==> src/rtl/instr_fetch_unit.sv <==
// Instruction fetch unit: owns the PC, fetches 16-bit words over a req/ack
// handshake and holds each one in the IR until decode accepts it.
module instr_fetch_unit #(
    parameter logic [15:0] RESET_PC = 16'h0000,
    parameter logic [15:0] PC_STEP  = 16'd2
) (
    input  logic        clk,
    input  logic        rst_n,
    output logic        mem_req,
    output logic [15:0] mem_addr,
    input  logic        mem_ack,
    input  logic [15:0] mem_rdata,
    input  logic        dec_ready,
    input  logic        redirect,
    input  logic [15:0] redirect_pc,
    output logic        ir_valid,
    output logic [15:0] ir,
    output logic [15:0] ir_pc,
    output logic [3:0]  opcode,
    output logic [7:0]  imm8
);

    typedef enum logic [1:0] {
        S_FETCH,
        S_HOLD,
        S_DRAIN
    } state_t;

    state_t      r_state;
    logic [15:0] r_pc;
    logic        r_mem_req;
    logic [15:0] r_mem_addr;
    logic        r_ir_valid;
    logic [15:0] r_ir;
    logic [15:0] r_ir_pc;

    logic [15:0] w_redirect_pc;
    logic [15:0] w_pc_next;

    // Instructions are halfword aligned, so a redirect target is forced even.
    assign w_redirect_pc = {redirect_pc[15:1], 1'b0};
    assign w_pc_next     = r_pc + PC_STEP;

    always_ff @(posedge clk or negedge rst_n) begin
        if (!rst_n) begin
            r_state    <= S_FETCH;
            r_pc       <= RESET_PC;
            r_mem_req  <= 1'b0;
            r_mem_addr <= RESET_PC;
            r_ir_valid <= 1'b0;
            r_ir       <= 16'h0000;
            r_ir_pc    <= 16'h0000;
        end else begin
            case (r_state)
                S_FETCH: begin
                    if (!r_mem_req) begin
                        // Only reachable straight out of reset: start the first request.
                        r_mem_req <= 1'b1;
                        if (redirect) begin
                            r_pc       <= w_redirect_pc;
                            r_mem_addr <= w_redirect_pc;
                        end else begin
                            r_mem_addr <= r_pc;
                        end
                    end else if (redirect) begin
                        r_pc <= w_redirect_pc;
                        if (mem_ack) begin
                            r_mem_addr <= w_redirect_pc;
                        end else begin
                            r_state <= S_DRAIN;
                        end
                    end else if (mem_ack) begin
                        r_ir       <= mem_rdata;
                        r_ir_pc    <= r_pc;
                        r_pc       <= w_pc_next;
                        r_ir_valid <= 1'b1;
                        r_mem_req  <= 1'b0;
                        r_state    <= S_HOLD;
                    end
                end

                S_HOLD: begin
                    if (redirect) begin
                        r_pc       <= w_redirect_pc;
                        r_ir_valid <= 1'b0;
                        r_mem_req  <= 1'b1;
                        r_mem_addr <= w_redirect_pc;
                        r_state    <= S_FETCH;
                    end else if (dec_ready) begin
                        r_ir_valid <= 1'b0;
                        r_mem_req  <= 1'b1;
                        r_mem_addr <= r_pc;
                        r_state    <= S_FETCH;
                    end
                end

                S_DRAIN: begin
                    // The stale request must complete before the bus can move on.
                    if (redirect) begin
                        r_pc <= w_redirect_pc;
                        if (mem_ack) begin
                            r_mem_addr <= w_redirect_pc;
                            r_state    <= S_FETCH;
                        end
                    end else if (mem_ack) begin
                        r_mem_addr <= r_pc;
                        r_state    <= S_FETCH;
                    end
                end

                default: begin
                    r_state <= S_FETCH;
                end
            endcase
        end
    end

    assign mem_req  = r_mem_req;
    assign mem_addr = r_mem_addr;
    assign ir_valid = r_ir_valid;
    assign ir       = r_ir;
    assign ir_pc    = r_ir_pc;
    assign opcode   = r_ir[15:12];
    assign imm8     = r_ir[7:0];

endmodule

==> config.mk <==
export PLATFORM = sky130hd
export DESIGN_NAME = instr_fetch_unit
export DESIGN_NICKNAME = d
export VERILOG_FILES = /design/src/rtl/instr_fetch_unit.sv
export SDC_FILE = /design/constraint.sdc
export NUM_CORES = 1
export LEC_CHECK = 0
export BUFFER_PORTS_ARGS = -buffer_cell sky130_fd_sc_hd__buf_2
export CORE_ASPECT_RATIO = 2
export CORE_MARGIN = 5
export CORE_UTILIZATION = 56
export DETAILED_ROUTE_END_ITERATION = 10
export PLACE_DENSITY = 0.89
export SETUP_SLACK_MARGIN = 0.5
export SKIP_LAST_GASP = 1
export SLEW_MARGIN = 10
export SYNTH_ARGS = -nofsm -noshare
export SYNTH_HDL_FRONTEND = slang
export SYNTH_SLANG_ARGS = --single-unit
export TNS_END_PERCENT = 10
==> constraint.sdc <==
create_clock -name clk -period 4.35 [get_ports clk]
set_clock_uncertainty 0.1 [all_clocks]
set_input_delay 0.435 -clock clk [delete_from_list [all_inputs] [get_ports clk]]
set_output_delay 0.435 -clock clk [all_outputs]
set_load 0.01 [all_outputs]
==> flow_metrics.env, run 1 <==
export IMPL_wl_per_cell_um=17.96
export IMPL_cts_tree="yes"
export IMPL_crit_type="flop to flop"
export IMPL_synth_nets=348
export IMPL_ys_seq_elements=68
export IMPL_start_util=0.5700
export IMPL_maxCapViolations=0
export IMPL_drive_above_1_share=0.4201
export IMPL_grt_pass1_vias=2748
export IMPL_worstMarginPinSlew_ns=0.7462
export IMPL_p_sw_mw=1.360
export IMPL_drt_wl_total_um=8511
export IMPL_share_seq_of_total_power=0.355
export IMPL_hp_class="input pin to flop"
export IMPL_grt_antenna_before_repair=0
export IMPL_io_pins=99
export IMPL_fin_crit_sh=0.5731
export IMPL_path_clk_slew_ns=0.05
export IMPL_core_area_um2=6259
export IMPL_antenna_left=0
export IMPL_grt_max_degree=52
export IMPL_ys_seq_area_frac=0.4770
export IMPL_die_area_um2=8163
export IMPL_nets=425
export IMPL_rsz0062_at_grt="no"
export IMPL_slew_viol_final=0
export IMPL_rows=41
export IMPL_grt_usage=0.2193
export IMPL_drc=0
export IMPL_swShare=0.4068
export IMPL_synth_area_per_cell_um2=11.66
export IMPL_dieHeight_um=122.9
export IMPL_synth_edff_count=0
export IMPL_clock_latency_ns=0.32
export IMPL_io_buffer_count=97
export IMPL_die_x_um=66.44
export IMPL_worstPathRequired_ns=4.49
export IMPL_power_density_nw_per_um2=790.9
export IMPL_cp_slowest_cell="a41oi_4"
export IMPL_via_per_inst=5.909
export IMPL_p_int_mw=1.983
export IMPL_cts_sinks=68
export IMPL_max_freq_ghz=0.4012
export IMPL_slowest_delay_ns=0.63
export IMPL_syn_inst=306
export IMPL_slew_headroom=0.5009
export IMPL_drt_iter0_drc=186
export IMPL_period_minus_slack_ns=2.493
export IMPL_areaGrowthSynthToFinish_pct=18.52
export IMPL_ys_types=58
export IMPL_place_congestion=0.8656
export IMPL_cts_repair_resized=0
export IMPL_arrival_ns=2.63
export IMPL_crit_path_end_kind="flop"
export IMPL_overflow=0
export IMPL_clock_root_buffer="clkbuf_16"
export IMPL_post_dp_cell_area_um2=3954
export IMPL_irDropWorstVdd_mv=0.4591
export IMPL_synth_ff_type="dfrtp_1"
export IMPL_insertedDiodeCount=0
export IMPL_dr_pass1_iters=5
export IMPL_h_tree_depth=3
export IMPL_final_hold_viol_count=0
export IMPL_fin_tns_setup_ns=0
export IMPL_dp_hpwl_um=6182
export IMPL_syn_area_um2=3567
export IMPL_grt_pass1_wl_um=13250
export IMPL_dr_total_vias=2801
export IMPL_clkPwrFrac=0.192
export IMPL_setup_violations=0
export IMPL_ys_async_sr_fraction=1.000
export IMPL_n_fill_cell=500
export IMPL_combPwrFrac=0.453
export IMPL_p_leak_nw=1.958
export IMPL_status="finished clean"
export IMPL_clockBufferDepth=2
export IMPL_yosysWarnings=0
export IMPL_final_cell_area_um2=4228
export IMPL_start_kind="flop"
export IMPL_crit_path_cell_trace="inv_1 -> ha_1 -> nand2_2 -> a41oi_4 -> o21bai_4 -> o2bb2ai_1"
export IMPL_path_max_fanout=17
export IMPL_cts_buffers_inserted=9
## power groups by stage
stage	Sequential (mW)	Clock, mW	Combinational (mW)
floorplan	1.21	0	1.10
global placement	1.18	0	1.47
detailed placement	1.20	0	1.52
CTS	1.19	0.656	1.53
global route	1.24	0.684	1.64
finish	1.19	0.641	1.52
## per-stage QoR
step / power (mW) / hold WS, ns / cells / setup slack, ns / utilization
2_1_floorplan: 2.311 / 0.03941 / 306 / 2.362 / -
3_3_place_gp: 2.652 / 0.2659 / 457 / 1.941 / 0.6317
3_5_place_dp: 2.716 / 0.2802 / 457 / 1.887 / 0.6317
4_1_cts: 3.372 / 0.2159 / 474 / 1.872 / 0.6755
5_1_grt: 3.558 / 0.2284 / 474 / 1.731 / 0.6755
6_report: 3.344 / 0.2274 / 474 / 1.857 / 0.6755
## flip-flops by register name, indices dropped and copies added (netlist names)
register / flops
mem_addr: 16
ir_pc: 16
r_pc: 16
ir: 16
r_state: 2
mem_req: 1
ir_valid: 1
## cells by family (layout without fill, tap and decap cells)
| family | Yosys count | in the layout | share of synthesized area |
|---|---|---|---|
| buf+inv | 46 | 128 | 0.07366 |
| mux | 30 | 30 | 0.09400 |
| simple gates | 61 | 61 | 0.1151 |
| compound gates | 96 | 96 | 0.2227 |
| flops | 68 | 68 | 0.4770 |
| fa+ha+maj | 5 | 5 | 0.01754 |
## path summary, 6_finish.rpt
path	from	endpoint	slack, ns	cells past startpoint
setup reg to reg	r_state[1]$_DFFE_PN0P_	mem_addr[5]$_DFFE_PN0P_	1.86	6
setup / recovery	r_state[1]$_DFFE_PN0P_	mem_addr[5]$_DFFE_PN0P_	1.86	6
hold reg to reg	ir_pc[10]$_DFFE_PN0P_	ir_pc[10]$_DFFE_PN0P_	0.38	2
min in group asynchronous	rst_n	ir[2]$_DFFE_PN0P_	0.47	2
hold / removal	mem_rdata[2]	ir[2]$_DFFE_PN0P_	0.23	2
max in group asynchronous	rst_n	r_state[0]$_DFFE_PN0P_	2.70	3
## final cells by class
class                           instances  area, µm²  share of cell area
Clock buffer                           14      254.0             0.06008
Multi-Input combinational cell        192       1603              0.3791
Inverter                               13      48.80             0.01154
Sequential cell                        68       1702              0.4025
Tap cell                               86      107.6             0.02545
Timing Repair Buffer                   99      503.0              0.1190
Clock inverter                          2      10.01            0.002368
## what timing repair did
action,CTS,global route
hold buffers,1,0
hold endpoints to repair,17,0
setup buffers,0,0
## cells in the final DEF (no fill, tap or decap), types with 5 or more instances in the layout
cell and count:
o2bb2ai_1 10, nor2_1 5, mux2_2 23, o2bb2ai_2 10
nand2_1 17, a22oi_1 20, inv_1 11, mux2_1 5
buf_2 97, clkbuf_16 9, ha_1 5, o21ai_0 14
o22ai_1 5, dfrtp_1 68, a21oi_1 10
## per-layer routing
layer | vias to the layer above | global-route usage | wire (µm)
li1 | 1292 | - | -
met1 | 1323 | 0.2452 | 3070
met2 | 154 | 0.3566 | 4330
met3 | 32 | 0.03755 | 579
met4 | 0 | 0.1768 | 531
met5 | - | 0 | 0
## synth_stat cells, types with 2 or more instances
| master | instances | area (µm²) |
|---|---|---|
| dfrtp_1 | 68 | 1702 |
| mux2_2 | 23 | 259.0 |
| a22oi_1 | 20 | 150.1 |
| nand2_1 | 17 | 63.81 |
| buf_4 | 14 | 105.1 |
| o21ai_0 | 14 | 70.07 |
| inv_1 | 11 | 41.29 |
| a21oi_1 | 10 | 50.05 |
| o2bb2ai_1 | 10 | 87.58 |
| o2bb2ai_2 | 10 | 150.1 |
| buf_2 | 9 | 45.04 |
| clkbuf_1 | 7 | 26.28 |
| ha_1 | 5 | 62.56 |
| mux2_1 | 5 | 56.30 |
| nor2_1 | 5 | 18.77 |
| o22ai_1 | 5 | 31.28 |
| a31oi_1 | 4 | 25.02 |
| nor3_1 | 4 | 20.02 |
| nor4_1 | 4 | 25.02 |
| a21o_1 | 3 | 22.52 |
| and3_1 | 3 | 18.77 |
| nand2b_1 | 3 | 18.77 |
| nand3_1 | 3 | 15.01 |
| nand4_1 | 3 | 18.77 |
| nor2b_1 | 3 | 18.77 |
| o21ai_1 | 3 | 15.01 |
| a22o_1 | 2 | 17.52 |
| a2bb2oi_1 | 2 | 17.52 |
| buf_6 | 2 | 22.52 |
| inv_2 | 2 | 7.510 |
| mux2i_1 | 2 | 20.02 |
| nand3b_2 | 2 | 22.52 |
| nor2b_2 | 2 | 17.52 |
| o311ai_1 | 2 | 17.52 |
## worst max-delay path: cells and delay by family (launching register included)
family,cells,cell delay (ns)
AO/OA/AOI/OAI,3,1.22
adder cells (fa/ha/maj),1,0.43
flip-flops,1,0.41
AND/OR/NAND/NOR,1,0.12
buffers and inverters,1,0.10
(Power assumes the default switching activity.)
==> run 2: changes to the inputs <==
- CORE_UTILIZATION: 56 -> 47
- PLACE_DENSITY: 0.89 -> 0.8
- clock period: 4.35 -> 2.05 ns (I/O delays scaled with it)
==> flow_metrics.env, run 2 (synthesis gave the netlist of run 1 again) <==
export IMPL_drt_wl_total_um=8815
export IMPL_rsz0062_at_grt="yes"
export IMPL_grt_antenna_before_repair=0
export IMPL_wl_met2_um=4477
export IMPL_wl_met3_um=650
export IMPL_crit_type="flop to flop"
export IMPL_period_minus_slack_ns=1.864
export IMPL_final_cells=506
export IMPL_clock_root_buffer="clkbuf_16"
export IMPL_setup_violations=0
export IMPL_cts_sinks=68
export IMPL_final_hold_viol_count=0
export IMPL_p_leak_nw=2.131
export IMPL_worstMarginPinSlew_ns=0.4203
export IMPL_dp_hpwl_um=6015
export IMPL_path_max_fanout=6
export IMPL_hp_start="mem_rdata[9]"
export IMPL_status="finished clean"
export IMPL_r2r_end="r_pc[8]$_DFFE_PN0P_"
export IMPL_dieHeight_um=133.2
export IMPL_hp_class="input pin to flop"
export IMPL_drt_iter0_drc=218
export IMPL_slew_viol_final=0
export IMPL_top_layer="met4"
export IMPL_arrival_ns=2.02
export IMPL_grt_usage=0.1881
export IMPL_cts_tree="yes"
export IMPL_insertedDiodeCount=0
export IMPL_fin_crit_sh=0.9094
export IMPL_drc=0
export IMPL_n_fill_cell=608
export IMPL_power_density_nw_per_um2=1666
export IMPL_io_pins=99
export IMPL_power_mw=7.649
export IMPL_hold_depth=2
export IMPL_min_to="ir[9]$_DFFE_PN0P_"
export IMPL_max_freq_ghz=0.5364
export IMPL_start_kind="flop"
export IMPL_clock_latency_ns=0.33
export IMPL_via_per_inst=5.605
export IMPL_wl_met1_um=3618
export IMPL_grt_pass1_wl_um=14310
export IMPL_slew_headroom=0.7198
export IMPL_grt_max_degree=69
export IMPL_path_clk_slew_ns=0.05
export IMPL_grt_pass1_vias=2876
export IMPL_drive_above_1_share=0.4733
export IMPL_crit_path_end_kind="flop"
export IMPL_rr_startpoint="r_state[1]$_DFFE_PN0P_"
export IMPL_die_x_um=71.60
export IMPL_die_area_um2=9537
export IMPL_h_tree_depth=3
export IMPL_irDropWorstVdd_mv=0.8633
export IMPL_dr_total_vias=2836
export IMPL_overflow=0
export IMPL_layout_commonest_cell="buf_2"
export IMPL_place_congestion=0.8529
export IMPL_clockBufferDepth=2
export IMPL_layout_common_cells="buf_2, dfrtp_1, mux2_2"
export IMPL_antenna_left=0
export IMPL_rrSetupSlack_ns=0.19
export IMPL_nets=451
export IMPL_worst_setup_path_startpoint="r_state[1]$_DFFE_PN0P_"
export IMPL_dr_pass1_iters=5
export IMPL_areaGrowthSynthToFinish_pct=28.69
export IMPL_rows=45
export IMPL_wl_per_cell_um=17.42
export IMPL_core_area_um2=7488
export IMPL_dp_cells=476
export IMPL_cts_buffers_inserted=9
export IMPL_io_buffer_count=97
export IMPL_worstPathRequired_ns=2.21
export IMPL_maxCapViolations=0
export IMPL_reg2reg_depth=6
export IMPL_start_util=0.4764
-- run 2: changes by cell type in the layout (fill, tap and decap cells not counted), sizes merged --
cell | before | now
buf | 98 | 119
bufinv | 0 | 1
clkbuf | 14 | 11
dlygate4sd3 | 1 | 6
-- run 2: power by group --
part,switching (mW),internal (mW),leakage [nW]
logic,1.93,1.75,1.17
clock network,0.525,0.923,0.135
registers,0.565,1.96,0.827
total,3.02,4.63,2.13
-- run 2: repair_timing --
action / 4_1_cts / 5_1_grt
buffers inserted: 6 / 3
endpoints found under the setup margin: 65 / 65
endpoints found under the hold margin: 73 / 0
cloned: 0 / 1
hold buffers: 6 / 0
gates resized for setup: 3 / 12
pin swaps: 4 / 2
-- run 2: worst max-delay path: stages (launching register included) --
cell and delay [ns]:
dfrtp_1 0.40, inv_2 0.09, ha_4 0.22, nand4b_4 0.20
or3_4 0.42, o31a_1 0.25, o21ai_1 0.11
-- run 2: how the worst max path moves through the flow --
stage / end / slack (ns) / depth (start not counted)
6_report: r_pc[8]$_DFFE_PN0P_ / 0.19 / 6
5_1_grt: r_pc[8]$_DFFE_PN0P_ / 0.05 / 6
4_1_cts: r_pc[8]$_DFFE_PN0P_ / 0.15 / 6
3_5_place_dp: mem_addr[10]$_DFFE_PN0P_ / -0.06 / 6
3_3_place_gp: mem_addr[11]$_DFFE_PN0P_ / 0.03 / 6
2_1_floorplan: r_pc[8]$_DFFE_PN0P_ / 0.22 / 6
-- run 2: area by class of cell --
cell class | instances | area, µm² | share of cell area
inverters | 13 | 48.80 | 0.01063
clock inverters | 3 | 40.04 | 0.008722
multi-input cells | 192 | 1709 | 0.3723
clock buffers | 11 | 232.7 | 0.05069
repair buffers | 125 | 740.7 | 0.1614
well taps | 94 | 117.6 | 0.02562
flip-flops and latches | 68 | 1702 | 0.3707
-- run 2: routing by layer --
layer,GRT usage,vias to the layer above
li1,-,1329
met1,0.2425,1382
met2,0.3012,119
met3,0.05060,6
met4,0.06590,0
met5,0,-
-- run 2: metrics by stage --
| step | util | hold slack, ns | instance area (µm²) | worst slack (ns) | TNS, ns |
|---|---|---|---|---|---|
| after floorplan | - | -0.1906 | 3610 | 0.2165 | 0 |
| after global placement | 0.5477 | 0.1532 | 4101 | 0.02675 | 0 |
| after detailed placement | 0.5477 | 0.1547 | 4101 | -0.06373 | -0.3327 |
| after CTS | 0.6002 | 0.0007921 | 4494 | 0.1452 | 0 |
| after global routing | 0.6130 | 0.006398 | 4591 | 0.04847 | 0 |
| final | 0.6130 | 0.009315 | 4591 | 0.1857 | 0 |
==> run 3: changes to the inputs <==
- PLACE_DENSITY: 0.8 -> unset
- PLACE_DENSITY_LB_ADDON: unset -> 0.05
==> flow_metrics.env, run 3 (synthesis gave the netlist of run 1 again) <==
export IMPL_rows=45
export IMPL_drive_above_1_share=0.5196
export IMPL_cts_sinks=68
export IMPL_wl_met1_um=3780
export IMPL_drt_wl_total_um=9525
export IMPL_die_area_um2=9537
export IMPL_hp_class="input pin to flop"
export IMPL_layout_commonest_cell="buf_2"
export IMPL_status="finished clean"
export IMPL_setup_ws_ns=0.1216
export IMPL_dieHeight_um=133.2
export IMPL_grt_antenna_before_repair=0
export IMPL_clock_latency_ns=0.33
export IMPL_areaGrowthSynthToFinish_pct=36.86
export IMPL_grt_pass1_wl_um=14970
export IMPL_insertedDiodeCount=0
export IMPL_multi_input_area_um2=1774
export IMPL_top_layer="met4"
export IMPL_hold_depth=2
export IMPL_irDropWorstVdd_mv=1.076
export IMPL_setup_violations=0
export IMPL_io_pins=99
export IMPL_h_tree_depth=3
export IMPL_crit_path_end_kind="flop"
export IMPL_grt_usage=0.1992
export IMPL_rr_startpoint="r_state[0]$_DFFE_PN0P_"
export IMPL_clock_root_buffer="clkbuf_16"
export IMPL_grt_pass1_vias=2907
export IMPL_wl_per_cell_um=18.07
export IMPL_slew_headroom=0.7389
export IMPL_hp_start="mem_rdata[3]"
export IMPL_start_kind="flop"
export IMPL_io_buffer_count=97
export IMPL_arrival_ns=2.03
export IMPL_final_cell_area_um2=4882
export IMPL_cts_tree="yes"
export IMPL_place_congestion=0.8528
export IMPL_fin_tns_setup_ns=0
export IMPL_maxCapViolations=0
export IMPL_final_hold_viol_count=0
export IMPL_dr_total_vias=2940
export IMPL_core_area_um2=7488
export IMPL_p_leak_nw=2.259
export IMPL_power_mw=8.167
export IMPL_whs_ns=0.01286
export IMPL_dp_slack_ns=0.07685
export IMPL_reg2reg_depth=6
export IMPL_wl_met2_um=5007
export IMPL_r2r_end="r_pc[8]$_DFFE_PN0P_"
export IMPL_clockBufferDepth=2
export IMPL_overflow=0
export IMPL_rrSetupSlack_ns=0.12
export IMPL_grt_max_degree=69
export IMPL_drc=0
export IMPL_dp_cells=479
export IMPL_power_density_nw_per_um2=1673
export IMPL_max_freq_ghz=0.5186
export IMPL_nets=470
export IMPL_start_util=0.4764
export IMPL_min_to="ir[3]$_DFFE_PN0P_"
export IMPL_final_cells=527
export IMPL_dr_pass1_iters=4
export IMPL_post_dp_cell_area_um2=4149
export IMPL_dp_hpwl_um=6321
export IMPL_rsz0062_at_grt="yes"
export IMPL_path_max_fanout=5
export IMPL_fin_crit_sh=0.9407
export IMPL_wl_met3_um=546
export IMPL_antenna_left=0
export IMPL_final_util=0.6520
export IMPL_layout_common_cells="buf_2, dfrtp_1, buf_4"
export IMPL_regArea_um2=1703
export IMPL_die_x_um=71.60
export IMPL_via_per_inst=5.579
export IMPL_worstMarginPinSlew_ns=0.3881
export IMPL_period_minus_slack_ns=1.928
export IMPL_slew_viol_final=0
export IMPL_cts_buffers_inserted=9
export IMPL_drt_iter0_drc=173
export IMPL_crit_type="flop to flop"
export IMPL_worstPathRequired_ns=2.15
export IMPL_path_clk_slew_ns=0.05
export IMPL_n_fill_cell=610
==> run 3: what timing repair did <==
| action | CTS | global route |
|---|---|---|
| hold buffers | 8 | 0 |
| gates cloned | 0 | 1 |
| endpoints found under the hold margin | 75 | 0 |
| gates resized for setup | 10 | 18 |
| buffers inserted | 15 | 8 |
| pin swaps | 6 | 8 |
| setup endpoints to repair | 58 | 66 |
==> run 3: worst max-delay path by stage <==
stage	slack (ns)	cells after the start	startpoint	endpoint
2_1_floorplan	0.22	6	r_state[0]$_DFFE_PN0P_	r_pc[8]$_DFFE_PN0P_
3_3_place_gp	0.12	6	r_state[0]$_DFFE_PN0P_	r_pc[8]$_DFFE_PN0P_
3_5_place_dp	0.08	6	r_state[0]$_DFFE_PN0P_	r_pc[8]$_DFFE_PN0P_
4_1_cts	0.16	6	r_state[1]$_DFFE_PN0P_	r_pc[8]$_DFFE_PN0P_
5_1_grt	0.04	6	r_state[0]$_DFFE_PN0P_	r_pc[8]$_DFFE_PN0P_
6_report	0.12	6	r_state[0]$_DFFE_PN0P_	r_pc[8]$_DFFE_PN0P_
==> run 3: metal layers <==
layer,up-vias,global-route usage
met4,0,0.06590
met3,16,0.04381
met1,1459,0.2575
met2,90,0.3268
met5,-,0
li1,1375,-
==> run 3: critical path, stage by stage, from the launching register on <==
cell and delay [ns]:
dfrtp_1 0.39, inv_2 0.09, ha_4 0.23, nand4b_4 0.21
or3_4 0.43, o311ai_2 0.24, o21ai_1 0.10
==> run 3: where the power goes <==
part | internal (mW) | switching [mW]
clock network | 0.846 | 0.539
registers | 1.96 | 0.577
logic | 2.12 | 2.12
total | 4.93 | 3.24
==> run 3: area by class of cell <==
cell class	instances	share of cell area
multi-input combinational	192	0.3634
sequential	68	0.3488
timing repair buffer	144	0.1976
clock buffer	12	0.05049
tap	94	0.02409
inverter	13	0.01051
clock inverter	4	0.005126
